### src/rtl/seq_csa_accum.sv
// seq_csa_accum: sequential multi-operand adder.
// Sums K unsigned N-bit words that arrive P words per beat. Each beat is folded
// into a registered carry-save (sum, carry) pair by a chain of 3:2 compressors.
// A single carry-propagate add resolves the total once all beats are in.
//
// Handshakes: a beat transfers on a rising edge where in_valid & in_ready are
// both high; the result transfers where out_valid & out_ready are both high.
// A source that sees in_ready low must hold in_valid/in_data until it rises.
//
// Optional build macro CSA_ACCUM_PIPE_EN: splits the final carry-propagate add
// into a low-half cycle and a high-half cycle (one extra cycle of latency).
module seq_csa_accum #(
    parameter int N = 8,
    parameter int K = 10,
    parameter int P = 1,
    localparam int SW = (K == 1) ? N : N + $clog2(K)
) (
    input  logic            clk,
    input  logic            rst_n,
    input  logic            flush,
    input  logic            in_valid,
    output logic            in_ready,
    input  logic [N*P-1:0]  in_data,
    output logic            out_valid,
    input  logic            out_ready,
    output logic [SW-1:0]   out_sum
);

    localparam int BEATS      = (K + P - 1) / P;
    localparam int LAST_LANES = K - (BEATS - 1) * P;
    localparam int CW         = (BEATS > 1) ? $clog2(BEATS) : 1;

`ifdef CSA_ACCUM_PIPE_EN
    localparam int H = SW / 2;

    typedef enum logic [2:0] {
        S_IDLE,
        S_ACCUM,
        S_RESOLVE_LO,
        S_RESOLVE_HI,
        S_DONE
    } state_t;
`else
    typedef enum logic [1:0] {
        S_IDLE,
        S_ACCUM,
        S_RESOLVE,
        S_DONE
    } state_t;
`endif

    state_t          state_q, state_d;
    logic [CW-1:0]   cnt_q, cnt_d;
    logic [SW-1:0]   sum_q, sum_d;
    logic [SW-1:0]   carry_q, carry_d;
    logic [SW-1:0]   out_sum_q, out_sum_d;
    logic            out_valid_q, out_valid_d;
    logic            in_ready_q, in_ready_d;

`ifdef CSA_ACCUM_PIPE_EN
    logic [H-1:0]    lo_q, lo_d;
    logic            lo_cy_q, lo_cy_d;
    logic [H:0]      lo_add;
`endif

    logic            accept;
    logic            last_beat;
    logic [SW-1:0]   fold_sum;
    logic [SW-1:0]   fold_carry;
    logic [SW-1:0]   lane_x;
    logic [SW-1:0]   tmp_s;

    assign accept    = in_valid & in_ready_q;
    assign last_beat = (cnt_q == CW'(BEATS - 1));

    assign in_ready  = in_ready_q;
    assign out_valid = out_valid_q;
    assign out_sum   = out_sum_q;

    // Fold the P lanes of this beat into the carry-save pair; start from zero in IDLE.
    always_comb begin
        fold_sum   = (state_q == S_IDLE) ? '0 : sum_q;
        fold_carry = (state_q == S_IDLE) ? '0 : carry_q;
        lane_x     = '0;
        tmp_s      = '0;
        for (int j = 0; j < P; j++) begin
            lane_x = SW'(in_data[j*N +: N]);
            // Lanes past the end of the operand set only exist on the final beat.
            if (last_beat && (j >= LAST_LANES)) begin
                lane_x = '0;
            end
            tmp_s      = fold_sum ^ fold_carry ^ lane_x;
            fold_carry = ((fold_sum & fold_carry) | (fold_sum & lane_x) |
                          (fold_carry & lane_x)) << 1;
            fold_sum   = tmp_s;
        end
    end

    // Next-state, datapath and registered-output decode; flush overrides everything.
    always_comb begin
        state_d     = state_q;
        cnt_d       = cnt_q;
        sum_d       = sum_q;
        carry_d     = carry_q;
        out_sum_d   = out_sum_q;
        out_valid_d = out_valid_q;
`ifdef CSA_ACCUM_PIPE_EN
        lo_d        = lo_q;
        lo_cy_d     = lo_cy_q;
        lo_add      = {1'b0, sum_q[H-1:0]} + {1'b0, carry_q[H-1:0]};
`endif

        case (state_q)
            S_IDLE: begin
                if (accept) begin
                    sum_d   = fold_sum;
                    carry_d = fold_carry;
                    if (BEATS == 1) begin
                        cnt_d   = '0;
`ifdef CSA_ACCUM_PIPE_EN
                        state_d = S_RESOLVE_LO;
`else
                        state_d = S_RESOLVE;
`endif
                    end else begin
                        cnt_d   = CW'(1);
                        state_d = S_ACCUM;
                    end
                end
            end
            S_ACCUM: begin
                if (accept) begin
                    sum_d   = fold_sum;
                    carry_d = fold_carry;
                    if (last_beat) begin
                        cnt_d   = '0;
`ifdef CSA_ACCUM_PIPE_EN
                        state_d = S_RESOLVE_LO;
`else
                        state_d = S_RESOLVE;
`endif
                    end else begin
                        cnt_d = cnt_q + 1'b1;
                    end
                end
            end
`ifdef CSA_ACCUM_PIPE_EN
            S_RESOLVE_LO: begin
                lo_d    = lo_add[H-1:0];
                lo_cy_d = lo_add[H];
                state_d = S_RESOLVE_HI;
            end
            S_RESOLVE_HI: begin
                out_sum_d = {sum_q[SW-1:H] + carry_q[SW-1:H] + (SW-H)'(lo_cy_q), lo_q};
                state_d   = S_DONE;
            end
`else
            S_RESOLVE: begin
                out_sum_d = sum_q + carry_q;
                state_d   = S_DONE;
            end
`endif
            S_DONE: begin
                // out_valid rises one cycle after entering DONE; out_sum is already stable.
                out_valid_d = 1'b1;
                if (out_valid_q && out_ready) begin
                    out_valid_d = 1'b0;
                    state_d     = S_IDLE;
                end
            end
            default: begin
                state_d = S_IDLE;
            end
        endcase

        if (flush) begin
            state_d     = S_IDLE;
            cnt_d       = '0;
            sum_d       = '0;
            carry_d     = '0;
            out_valid_d = 1'b0;
        end

        in_ready_d = (state_d == S_IDLE) || (state_d == S_ACCUM);
    end

    // All state, including the registered handshake outputs.
    always_ff @(posedge clk or negedge rst_n) begin
        if (!rst_n) begin
            state_q     <= S_IDLE;
            cnt_q       <= '0;
            sum_q       <= '0;
            carry_q     <= '0;
            out_sum_q   <= '0;
            out_valid_q <= 1'b0;
            in_ready_q  <= 1'b0;
`ifdef CSA_ACCUM_PIPE_EN
            lo_q        <= '0;
            lo_cy_q     <= 1'b0;
`endif
        end else begin
            state_q     <= state_d;
            cnt_q       <= cnt_d;
            sum_q       <= sum_d;
            carry_q     <= carry_d;
            out_sum_q   <= out_sum_d;
            out_valid_q <= out_valid_d;
            in_ready_q  <= in_ready_d;
`ifdef CSA_ACCUM_PIPE_EN
            lo_q        <= lo_d;
            lo_cy_q     <= lo_cy_d;
`endif
        end
    end

endmodule

### config.mk
export PLATFORM = sky130hd
export DESIGN_NAME = seq_csa_accum
export DESIGN_NICKNAME = d
export VERILOG_FILES = /design/src/rtl/seq_csa_accum.sv
export SDC_FILE = /design/constraint.sdc
export NUM_CORES = 1
export LEC_CHECK = 0
export CORE_MARGIN = 2
export CORE_UTILIZATION = 59
export CTS_BUF_LIST = sky130_fd_sc_hd__clkbuf_8
export DETAILED_ROUTE_END_ITERATION = 7
export PLACE_DENSITY = 0.89
export SYNTH_ARGS = -nofsm -noshare
export SYNTH_HDL_FRONTEND = slang
export SYNTH_SLANG_ARGS = --single-unit
export TNS_END_PERCENT = 1
### constraint.sdc
create_clock -name clk -period 2.6 [get_ports clk]
set_input_delay 0.39 -clock clk [delete_from_list [all_inputs] [get_ports clk]]
set_output_delay 0.39 -clock clk [all_outputs]
set_load 0.01 [all_outputs]
==> results of run 1 <==
==> registers in the layout, indices dropped and copies added (netlist names) <==
name	cells
in_ready	1
out_sum	12
state_q	2
sum_q	12
out_valid	1
cnt_q	4
carry_q	11
==> cell families after synthesis <==
kind of cell               synth area share
and+or+nand+nor                       0.237
buffers and inverters                0.0398
DFF                                   0.412
xor gates and xnor gates             0.0168
AOI/OAI and AO/OA                     0.152
muxes                               0.00383
adders and majority gates             0.138
==> routing by layer <==
layer | up-vias | wire length (um)
met5 | - | 0
met4 | 0 | 105
met3 | 10 | 198
met2 | 42 | 2570
met1 | 1004 | 2290
li1 | 1006 | -
==> final cells by class <==
type	count	area, um^2	area share
repair buffers	30	285	0.0949
well taps	52	65.1	0.0216
flip-flops and latches	43	1080	0.358
multi-input cells	217	1430	0.476
clock buffers	6	82.6	0.0275
clock inverters	2	35.0	0.0117
inverters	8	30.0	0.00999
==> power breakdown <==
| part | internal (mW) | switching [mW] |
|---|---|---|
| logic | 0.0478 | 0.0748 |
| registers | 0.679 | 0.0142 |
| clock network | 0.311 | 0.230 |
==> cell usage in the layout (no fill, tap or decap), drive strengths merged, types with 2 or more instances in the layout <==
cell	synthesis	layout
xor2	3	3
ha	16	16
clkdlybuf4s50	0	25
nand2	66	66
nand3	5	5
dfrtp	43	43
a21oi	32	32
a21o	2	2
xnor2	2	2
o21ai	8	8
a2bb2oi	3	3
nand2b	6	6
nor2	11	11
nor3	4	4
nand4	3	3
o211ai	9	9
clkbuf	3	6
inv	8	8
fa	8	8
nor2b	21	21
buf	12	5
==> critical path, cell delays in order (launching register included) <==
cell and delay (ps):
dfrtp_1 420, ha_1 220, inv_1 60, fa_1 380
nand2b_1 190, a21oi_2 210, o211ai_1 150, nand4_1 120
o211ai_1 80
==> worst paths after layout <==
kind | startpoint | to | slack (ps) | depth (start not counted)
min | rst_n | sum_q[0] | 230 | 1
min in group clk | out_sum[1] | out_sum[1] | 480 | 2
max | sum_q[1] | out_sum[9] | 650 | 8
max in group asynchronous | rst_n | cnt_q[2] | 1780 | 1
min reg2reg | out_sum[1] | out_sum[1] | 480 | 2
max reg2reg | sum_q[1] | out_sum[9] | 650 | 8
==> through the flow <==
stage               power [mW]  hold WS (ps)
finish                    1.36           233
global route              1.41           326
CTS                       1.36           270
detailed placement       0.829           471
global placement         0.825           458
floorplan                0.773          94.4
==> reports/summary.txt, run 1 <==
starting density of the core: 0.608
CTS Sinks: 43
post-detail-place hpwl: 3.64 mm
Worst Path Class, Setup: reg -> reg
Detailed Routing Iterations Pass 1: 4
gr ovfl total: 0
status: completed
Final Worst Setup Slack: 647 ps
vias per cell: 5.76
final hold violation count: 0
Detailed Route Iter0 Violations: 108
met3 Use GR: 0.0447
mean post-synth cell area: 9.23 um^2
RSZ-0062 raised after global routing: false
post-CTS sizing: 0
Clock Tree Buf Depth: 2
synthesized cell area: 0.00261 mm^2
GR Util met1: 0.315
grt peak-use layer: met2
wire per inst: 14.4 um
yosys warns: 0
Clock Skew: 2.03 ps
IR drop worst, VDD: 0.368 mV
crit path time final: 1950 ps
Setup-failing EPs final: 0
clock-pin transition on the worst setup and hold timing paths: 80 ps
placed cells: 350
crit-path max FO: 4
synthesized net count: 320
crit path DAT: 2130 ps
initial antenna violation count: 0
# IOs: 27
Yosys reg bits: 43
share of layout cells above drive strength 1: 0.0686
final core occ: 0.700
Clock Tree Root: clkbuf_8
hold_buf cts: 0
Rows: 24
post-synthesis instance total: 283
# port buffers: 26
Die H: 70.5 um
Power Density: 452 mW/mm^2
Final Instance Count excl. Fillers: 358
Die Area: 0.00497 mm^2
TritonCTS buffer count: 5
nets: 342
Async SR Flop Fraction: 1.00
top-count cell post-synth: nand2_1
Worst-Skew Late Latency: 300 ps
CTS tree: built
leakage power figure: 1.31 nW
TNS Setup: 0 ps
GP Congestion: 0.836
Synth-to-Final Area Change: 15.1%
largest net degree at the start of global routing: 44
Yosys cell types: 44
critical path startpoint category: flip-flop
core area: 0.00429 mm^2
Antenna Nets Post-Route: 0
synth top area cells: dfrtp_1 41%, nand2_1 9.2%, ha_1 7.7%
WL final: 5.17 mm
antenna fix cells: 0
Die Width: 70.5 um
first-pass GRT wire length: 9.24 mm
endpoint class of the critical path: flip-flop
fill count: 330
period utilization: 0.751
CTS HTree Levels: 2
Seq/Total Area, Yosys: 0.412
Remaining DRCs: 0
HP Class: in -> async
pin slew with the least headroom to its limit: 945 ps
ys flop type: dfrtp_1
EDFF count, synth: 0
most frequent cells after synthesis: 64 x nand2_1, 43 x dfrtp_1, 31 x a21oi_1, 21 x nor2b_1, 16 x ha_1
area leader, netlist: dfrtp_1
top cell type's share of synthesized area: 0.412
Placement Cell Area: 0.00289 mm^2
pre-CTS setup slack: 519 ps
number of global-route vias before repair: 2005
post-route cell area: 0.00301 mm^2
Max Fclk: 512 MHz
GR Util met2: 0.382
maxcap violations: 0
Crit path required time: 2780 ps
Post-CTS Setup Inserts: 0
Slew Viols, Final: 0
via count: 2062
Max-slew headroom: 0.370
overall routing resource usage: 0.235
No activity file was read; power rests on OpenSTA's default activity.
==> run 2, diff against run 1 <==
Settings changed: CORE_UTILIZATION 59 to 53, PLACE_DENSITY 0.89 to 0.85.
Clock period 2.6 ns to 1.6 ns, I/O delays scaled along.
==> run 2 against run 1 <==
The run now ends with setup timing left. Sequential share of layout area shrank 2.4 points. Utilization down 1.8 points. Routed wire length grew 3.6%. Global-route usage decreased by 1.5 points. First-iteration DRC count grew 44%. Largest cell class unchanged. Largest power group unchanged. Highest routed layer unchanged.
==> reports/summary.txt, run 2 (synthesis results as in run 1) <==
via count: 2112
Synth-to-Final Area Change: 23.4%
leakage power figure: 1.41 nW
Worst-Skew Late Latency: 300 ps
Detailed Routing Iterations Pass 1: 4
crit path DAT: 1920 ps
starting density of the core: 0.553
WL final: 5.35 mm
Die Area: 0.00550 mm^2
TNS Setup: -444 ps
largest net degree at the start of global routing: 26
# port buffers: 26
Max Fclk: 576 MHz
pin slew with the least headroom to its limit: 450 ps
R2R Path Start: sum_q[1]
nets: 361
Clock Skew: 7.36 ps
# IOs: 27
met1 wire length: 2.37 mm
first-pass GRT wire length: 9.19 mm
final hold violation count: 0
clock-pin transition on the worst setup and hold timing paths: 80 ps
CTS HTree Levels: 2
Clock Tree Buf Depth: 2
maxcap violations: 0
number of global-route vias before repair: 2038
Crit path largest cell delay: 360 ps
Antenna Nets Post-Route: 0
Rows: 25
crit path launch: sum_q[1]
period utilization: 1.08
most frequent cells in the layout: 64 x nand2_1, 43 x dfrtp_1, 29 x a21oi_1, 25 x clkdlybuf4s50_1
IR drop worst, VDD: 0.582 mV
gr ovfl total: 0
Critical Path, Cell by Cell: ha_2 > inv_2 > fa_2 > nand2b_4 > a21oi_4 > o211ai_1 > mux2i_1 > nand2_1
metal3 WL: 199 um
Worst Path Class, Setup: reg -> reg
Power Density: 658 mW/mm^2
CP max stage cell: dfrtp_1
share of layout cells above drive strength 1: 0.148
vias per cell: 5.39
crit-path max FO: 4
failing checks: setup timing
overall routing resource usage: 0.220
critical path startpoint category: flip-flop
most common cell after layout, fill and taps aside: nand2_1
CTS tree: built
Crit path required time: 1790 ps
Slew Viols, Final: 0
Die H: 74.2 um
HP Class: in -> async
CTS Sinks: 43
TritonCTS buffer count: 5
Remaining DRCs: 0
post-detail-place hpwl: 3.90 mm
Setup-failing EPs final: 9
WHS: 417 ps
highest routed metal layer: met4
Die Width: 74.2 um
initial antenna violation count: 0
status: complete, but fails checks
Detailed Route Iter0 Violations: 156
crit path time final: 1730 ps
Final Worst Setup Slack: -135 ps
core area: 0.00472 mm^2
endpoint class of the critical path: flip-flop
RSZ-0062 raised after global routing: true
worst reg-to-reg setup slack: -130 ps
GP Congestion: 0.824
Max-slew headroom: 0.700
Clock Tree Root: clkbuf_8
antenna fix cells: 0
wire per inst: 13.6 um
routed wl met2: 2.71 mm
[run 2: critical path, delay by kind of cell (launching register included)]
kind	cells	cell delay (ps)
AOI/OAI and AO/OA	2	280
adders and majority gates	2	540
muxes	1	190
and+or+nand+nor	2	230
DFF	1	360
buffers and inverters	1	50
[run 2: final cells by class]
| cell class | count | area, um^2 |
|---|---|---|
| Fill cell | 378 | 1500 |
| Multi-Input combinational cell | 217 | 1480 |
| Sequential cell | 43 | 1080 |
| Timing Repair Buffer | 49 | 455 |
| Clock buffer | 7 | 96.3 |
| Tap cell | 67 | 83.8 |
| Inverter | 8 | 30.0 |
| Clock inverter | 1 | 3.75 |
[run 2: path summary, 6_finish.rpt]
kind                       cells after the start           to
setup reg to reg                               8  out_sum[11]
hold / removal                                 2     sum_q[6]
hold reg to reg                                2   out_sum[0]
setup / recovery                               8  out_sum[11]
max in group asynchronous                      3     in_ready
min in group clk                               2   out_sum[0]
[run 2: power by group]
part	switching, mW	leakage [nW]	internal (mW)
clock	0.362	0.0557	0.388
combinational	0.139	0.770	0.111
sequential	0.0149	0.587	1.10
total	0.517	1.41	1.60
[run 2: what timing repair did]
| action | CTS | global route |
|---|---|---|
| endpoints found under the setup margin | 13 | 24 |
| endpoints found under the hold margin | 18 | 0 |
| hold buffers | 1 | 0 |
| pin swaps | 2 | 1 |
| buffers inserted | 1 | 0 |
| resized for setup | 5 | 2 |
[run 2: per-layer routing]
layer	vias up	track usage
met5	-	0
met4	0	0.0646
met3	9	0.0515
met2	39	0.370
met1	1017	0.284
li1	1047	-
[run 2: per-stage QoR]
| step | util | worst slack [ps] | std cells | area [um^2] | power (mW) |
|---|---|---|---|---|---|
| after floorplan | - | -19.8 | 283 | 2650 | 1.27 |
| after global placement | 0.653 | -53.4 | 382 | 3080 | 1.38 |
| after detailed placement | 0.653 | -125 | 382 | 3080 | 1.38 |
| after CTS | 0.680 | -101 | 392 | 3210 | 2.13 |
| after global routing | 0.682 | -204 | 392 | 3220 | 2.21 |
| final | 0.682 | -135 | 392 | 3220 | 2.12 |
==> run 3, diff against run 2 <==
Settings changed: CORE_UTILIZATION 53 to 63, PLACE_DENSITY 0.85 to 0.94.
Clock period 1.6 ns to 2 ns, I/O delays scaled along.
==> run 3 against run 2 <==
The run now ends clean. Critical endpoint unchanged. Design area decreased by 6.2%. Highest routed layer unchanged. Register-to-register slack improved by 220 ps. Sequential share of layout area up 2.2 points. Routed wire length is 7.1% higher.
==> reports/summary.txt, run 3 (synthesis results as in run 1) <==
fill count: 273
crit path time final: 1910 ps
final core occ: 0.755
number of global-route vias before repair: 2072
Worst-Skew Late Latency: 300 ps
crit-path max FO: 4
Detailed Routing Iterations Pass 1: 4
Final Worst Setup Slack: 88.3 ps
nets: 348
delay-heaviest family, CP: adder cells
first-pass GRT wire length: 9.37 mm
IR drop worst, VDD: 0.421 mV
Die H: 68.4 um
leakage power figure: 1.33 nW
Clock Tree Buf Depth: 2
most frequent cells in the layout: 64 x nand2_1, 43 x dfrtp_1, 31 x a21oi_1, 25 x clkdlybuf4s50_1, 21 x nor2b_1
Max-slew headroom: 0.482
Detailed Route Iter0 Violations: 234
endpoint class of the critical path: flip-flop
post-detail-place hpwl: 4.03 mm
worst reg-to-reg setup slack: 90 ps
gr ovfl total: 0
wire per inst: 15.8 um
# port buffers: 26
initial antenna violation count: 0
Rows: 23
core area: 0.00400 mm^2
CP max stage cell: fa_1
Critical Path, Cell by Cell: ha_2 > inv_1 > fa_1 > nand2b_4 > a21oi_2 > o211ai_1 > mux2i_1 > nand2_1
Antenna Nets Post-Route: 0
RSZ-0062 raised after global routing: false
CP Buf/Inv Count: 1
HP Class: in -> async
period utilization: 0.956
most common cell after layout, fill and taps aside: nand2_1
overall routing resource usage: 0.274
CTS Sinks: 43
status: completed
starting density of the core: 0.653
Remaining DRCs: 0
Max Fclk: 523 MHz
Power Density: 530 mW/mm^2
Clock Skew: 9.34 ps
Slew Viols, Final: 0
Clock Tree Root: clkbuf_8
Final Power: 1.60 mW
TNS Setup: 0 ps
via count: 2160
Die Area: 0.00468 mm^2
pin slew with the least headroom to its limit: 776 ps
final hold violation count: 0
Setup-failing EPs final: 0
largest net degree at the start of global routing: 44
antenna fix cells: 0
share of layout cells above drive strength 1: 0.0865
Crit path largest cell delay: 410 ps
# IOs: 27
pre-CTS setup slack: 116 ps
Crit path required time: 2190 ps
crit path DAT: 2100 ps
GP Congestion: 0.818
Worst Path Class, Setup: reg -> reg
Synth-to-Final Area Change: 15.7%
maxcap violations: 0
CTS tree: built
TritonCTS buffer count: 5
vias per cell: 5.97
Die Width: 68.4 um
CTS HTree Levels: 2
WL final: 5.73 mm
clock-pin transition on the worst setup and hold timing paths: 80 ps
critical path startpoint category: flip-flop
[run 3: layout make-up]
type	instances	area (um^2)	area share
Timing Repair Buffer	36	330	0.109
Clock inverter	3	12.5	0.00414
Inverter	8	30.0	0.00994
Multi-Input combinational cell	217	1440	0.477
Sequential cell	43	1080	0.356
Tap cell	50	62.6	0.0207
Clock buffer	5	68.8	0.0228
[run 3: through the flow]
| stage | hold WS (ps) | std cells | instance area (um^2) |
|---|---|---|---|
| floorplan | 4.41 | 283 | 2610 |
| finish | 61.8 | 362 | 3020 |
| global route | 121 | 362 | 3020 |
| detailed placement | 405 | 352 | 2920 |
| global placement | 403 | 352 | 2920 |
| CTS | 79.9 | 360 | 3000 |
[run 3: worst paths after layout]
kind | to | cells after the start | from
min in group clk | out_sum[0] | 2 | out_sum[0]
worst min register to register | out_sum[0] | 2 | out_sum[0]
worst max-delay path | out_sum[11] | 8 | sum_q[1]
max in group asynchronous | carry_q[5] | 2 | rst_n
worst max register to register | out_sum[11] | 8 | sum_q[1]
worst min-delay path | out_sum[9] | 2 | rst_n
[run 3: power by group]
group,switching (mW),internal (mW),total [mW]
clock network,0.293,0.235,0.528
logic,0.106,0.0685,0.174
registers,0.0144,0.883,0.898
[run 3: timing repair]
item	in CTS	in global routing
hold buffers	0	0
buffers inserted	0	2
endpoints found under the setup margin	0	2
gates resized for setup	0	2
[run 3: routing by layer]
| layer | global-route usage | routed length [um] | up-vias |
|---|---|---|---|
| li1 | - | - | 1020 |
| met1 | 0.338 | 2380 | 1055 |
| met2 | 0.464 | 2940 | 74 |
| met3 | 0.0625 | 295 | 11 |
| met4 | 0.105 | 110 | 0 |
| met5 | 0 | 0 | - |
==> RTL edit: new RTL, flow settings as in run 2 <==
The option `CSA_ACCUM_PIPE_EN` is turned on by a define.
--- a/src/rtl/seq_csa_accum.sv
+++ b/src/rtl/seq_csa_accum.sv
@@ -9,6 +9,8 @@
 //
 // Optional build macro CSA_ACCUM_PIPE_EN: splits the final carry-propagate add
 // into a low-half cycle and a high-half cycle (one extra cycle of latency).
+`define CSA_ACCUM_PIPE_EN
+
 module seq_csa_accum #(
     parameter int N = 8,
     parameter int K = 10,
Check against the original RTL: no difference found for any inputs over 10 cycles, from zero or initial values and one cycle with rst_n low; that may be too few to reach the edited logic, so the function may still have changed.
==> RTL edit against run 2 <==
  * Sequential cell count grew 8
  * Non-clock buffer count grew 12
  * The flow still finishes with violations (negative setup slack)
  * Power grew 11%
  * Routed wire length increased by 14%
  * Area after synthesis rose by 8.4%
  * Cell area is 12% higher
  * Setup slack lost 0.0055 ns
  * Critical endpoint is now out_sum[10]
  * Die area rose by 8.0%
  * Largest cell class unchanged
==> RTL edit: results (changes against run 2) <==
- Status: finished, violations left (unchanged)
- Failing checks: negative setup slack (unchanged)
- Mean area per synthesized cell: 10.7 um^2 (was 9.23 um^2)
- RR Startpoint: sum_q[6] (was sum_q[1])
- Syn Nets: 302 (was 320)
- Leakage power: 1.60 nW (was 1.41 nW)
- PnR worst setup slack: -0.140 ns (was -0.135 ns)
- Pin count of the biggest net entering global routing: 36 (was 26)
- GRT met2 Usage: 36.5% (was 37.0%)
- Vias per inst: 5.52 (was 5.39)
- Placed instance count: 379 (was 382)
- Max Buffers Root-to-Sink: 2 (unchanged)
- Register clock-pin slew on the reported worst setup and hold paths: 0.10 ns (was 0.08 ns)
- CTS resizes: 7 (was 5)
- Crit Path Max Fanout: 2 (was 4)
- Yosys top cell area share: 45.1% (was 41.2%)
- Synth top cells by count: dfrtp_1 (51), nand2_1 (50), inv_1 (16) (was nand2_1 (64), dfrtp_1 (43), a21oi_1 (31))
- Ranking of synthesized cells by area: dfrtp_1 (45%), fa_1 (7.1%), ha_1 (6.6%) (was dfrtp_1 (41%), nand2_1 (9.2%), ha_1 (7.7%))
- Fin nets: 359 (was 361)
- Post-CTS Setup Bufs: 3 (was 1)
- Worst slew margin: 70.9% (was 70.0%)
- CP arrival: 1.94 ns (was 1.92 ns)
- Library cells used by synthesis: 49 (was 44)
- Sequential element share of the synthesized area: 45.1% (was 41.2%)
- Global-route wire length before repair: 10400 um (was 9190 um)
- Routed length per instance: 15.5 um (was 13.6 um)
- Routed wl met2: 3090 um (was 2710 um)
- Clk_skew: 0.0119 ns (was 0.00736 ns)
- CP max stage delay: 0.40 ns (was 0.36 ns)
- Count of final setup violators: 12 (was 9)
- VDD IR max: 0.521 mV (was 0.582 mV)
- DP Area: 3390 um^2 (was 3080 um^2)
- GRT Overall Usage: 21.9% (was 22.0%)
- Metal-1 WL: 2570 um (was 2370 um)
- DP HPWL: 4240 um (was 3900 um)
- Layout overhead on the synthesized area: 27.2% (was 23.4%)
- Fill cells: 386 (was 378)
- Share of cells above drive strength 1: 28.9% (was 14.8%)
- Worst hold path type: primary input to asynchronous set/reset pin (unchanged)
- GR Layer Usage met3: 3.29% (was 5.15%)
- CP Class: flop to flop (unchanged)
- Metal3 WL: 254 um (was 199 um)
- FF-to-FF End: out_sum[10] (was out_sum[11])
- Final WL: 6090 um (was 5350 um)
- DR iter-0 viols: 151 (was 156)
- Vias in the first global route: 2216 (was 2038)
- DRT Pass-1 Iters: 4 (unchanged)
- Placer Congestion: 0.814 (was 0.824)
- Grt met1 use: 28.5% (was 28.4%)
==> RTL edit: metrics by stage <==
| step | worst slack (ns) | setup TNS, ns | hold slack [ns] |
|---|---|---|---|
| final | -0.140 | -0.923 | 0.394 |
| after global routing | -0.271 | -2.22 | 0.433 |
| after CTS | -0.133 | -1.11 | 0.396 |
| after global placement | -0.0766 | -0.362 | 0.195 |
| after floorplan | -0.0453 | -0.284 | -0.0556 |
| after detailed placement | -0.190 | -1.35 | 0.198 |
==> RTL edit: logic make-up (layout without fill, tap and decap cells) <==
| family | count (synthesis) | after routing | share of synthesized area [%] |
|---|---|---|---|
| mux | 9 | 9 | 3.54 |
| simple gates | 88 | 88 | 16.7 |
| compound gates | 59 | 59 | 14.4 |
| flops | 51 | 51 | 45.1 |
| fa+ha+maj | 25 | 25 | 13.7 |
| buf+inv | 27 | 85 | 5.04 |
| xor+xnor | 5 | 5 | 1.55 |
==> RTL edit: layout make-up <==
cell class              count  share of cell area (%)
clock buffers               5                    1.91
clock inverters             3                   0.556
inverters                  16                    1.67
multi-input cells         186                    42.8
flip-flops and latches     51                    35.5
well taps                  70                    2.43
repair buffers             61                    15.1
==> RTL edit: critical path, delay by kind of cell, from the launching register on <==
| kind | cells | cell delay, ns |
|---|---|---|
| compound gates | 3 | 0.40 |
| xor+xnor | 1 | 0.16 |
| fa+ha+maj | 2 | 0.55 |
| buf+inv | 2 | 0.11 |
| flops | 1 | 0.40 |
==> RTL edit: report_power, final <==
| part | switching, mW | internal (mW) |
|---|---|---|
| clock network | 0.448 | 0.305 |
| registers | 0.0167 | 1.31 |
| logic | 0.147 | 0.126 |
| total | 0.612 | 1.74 |
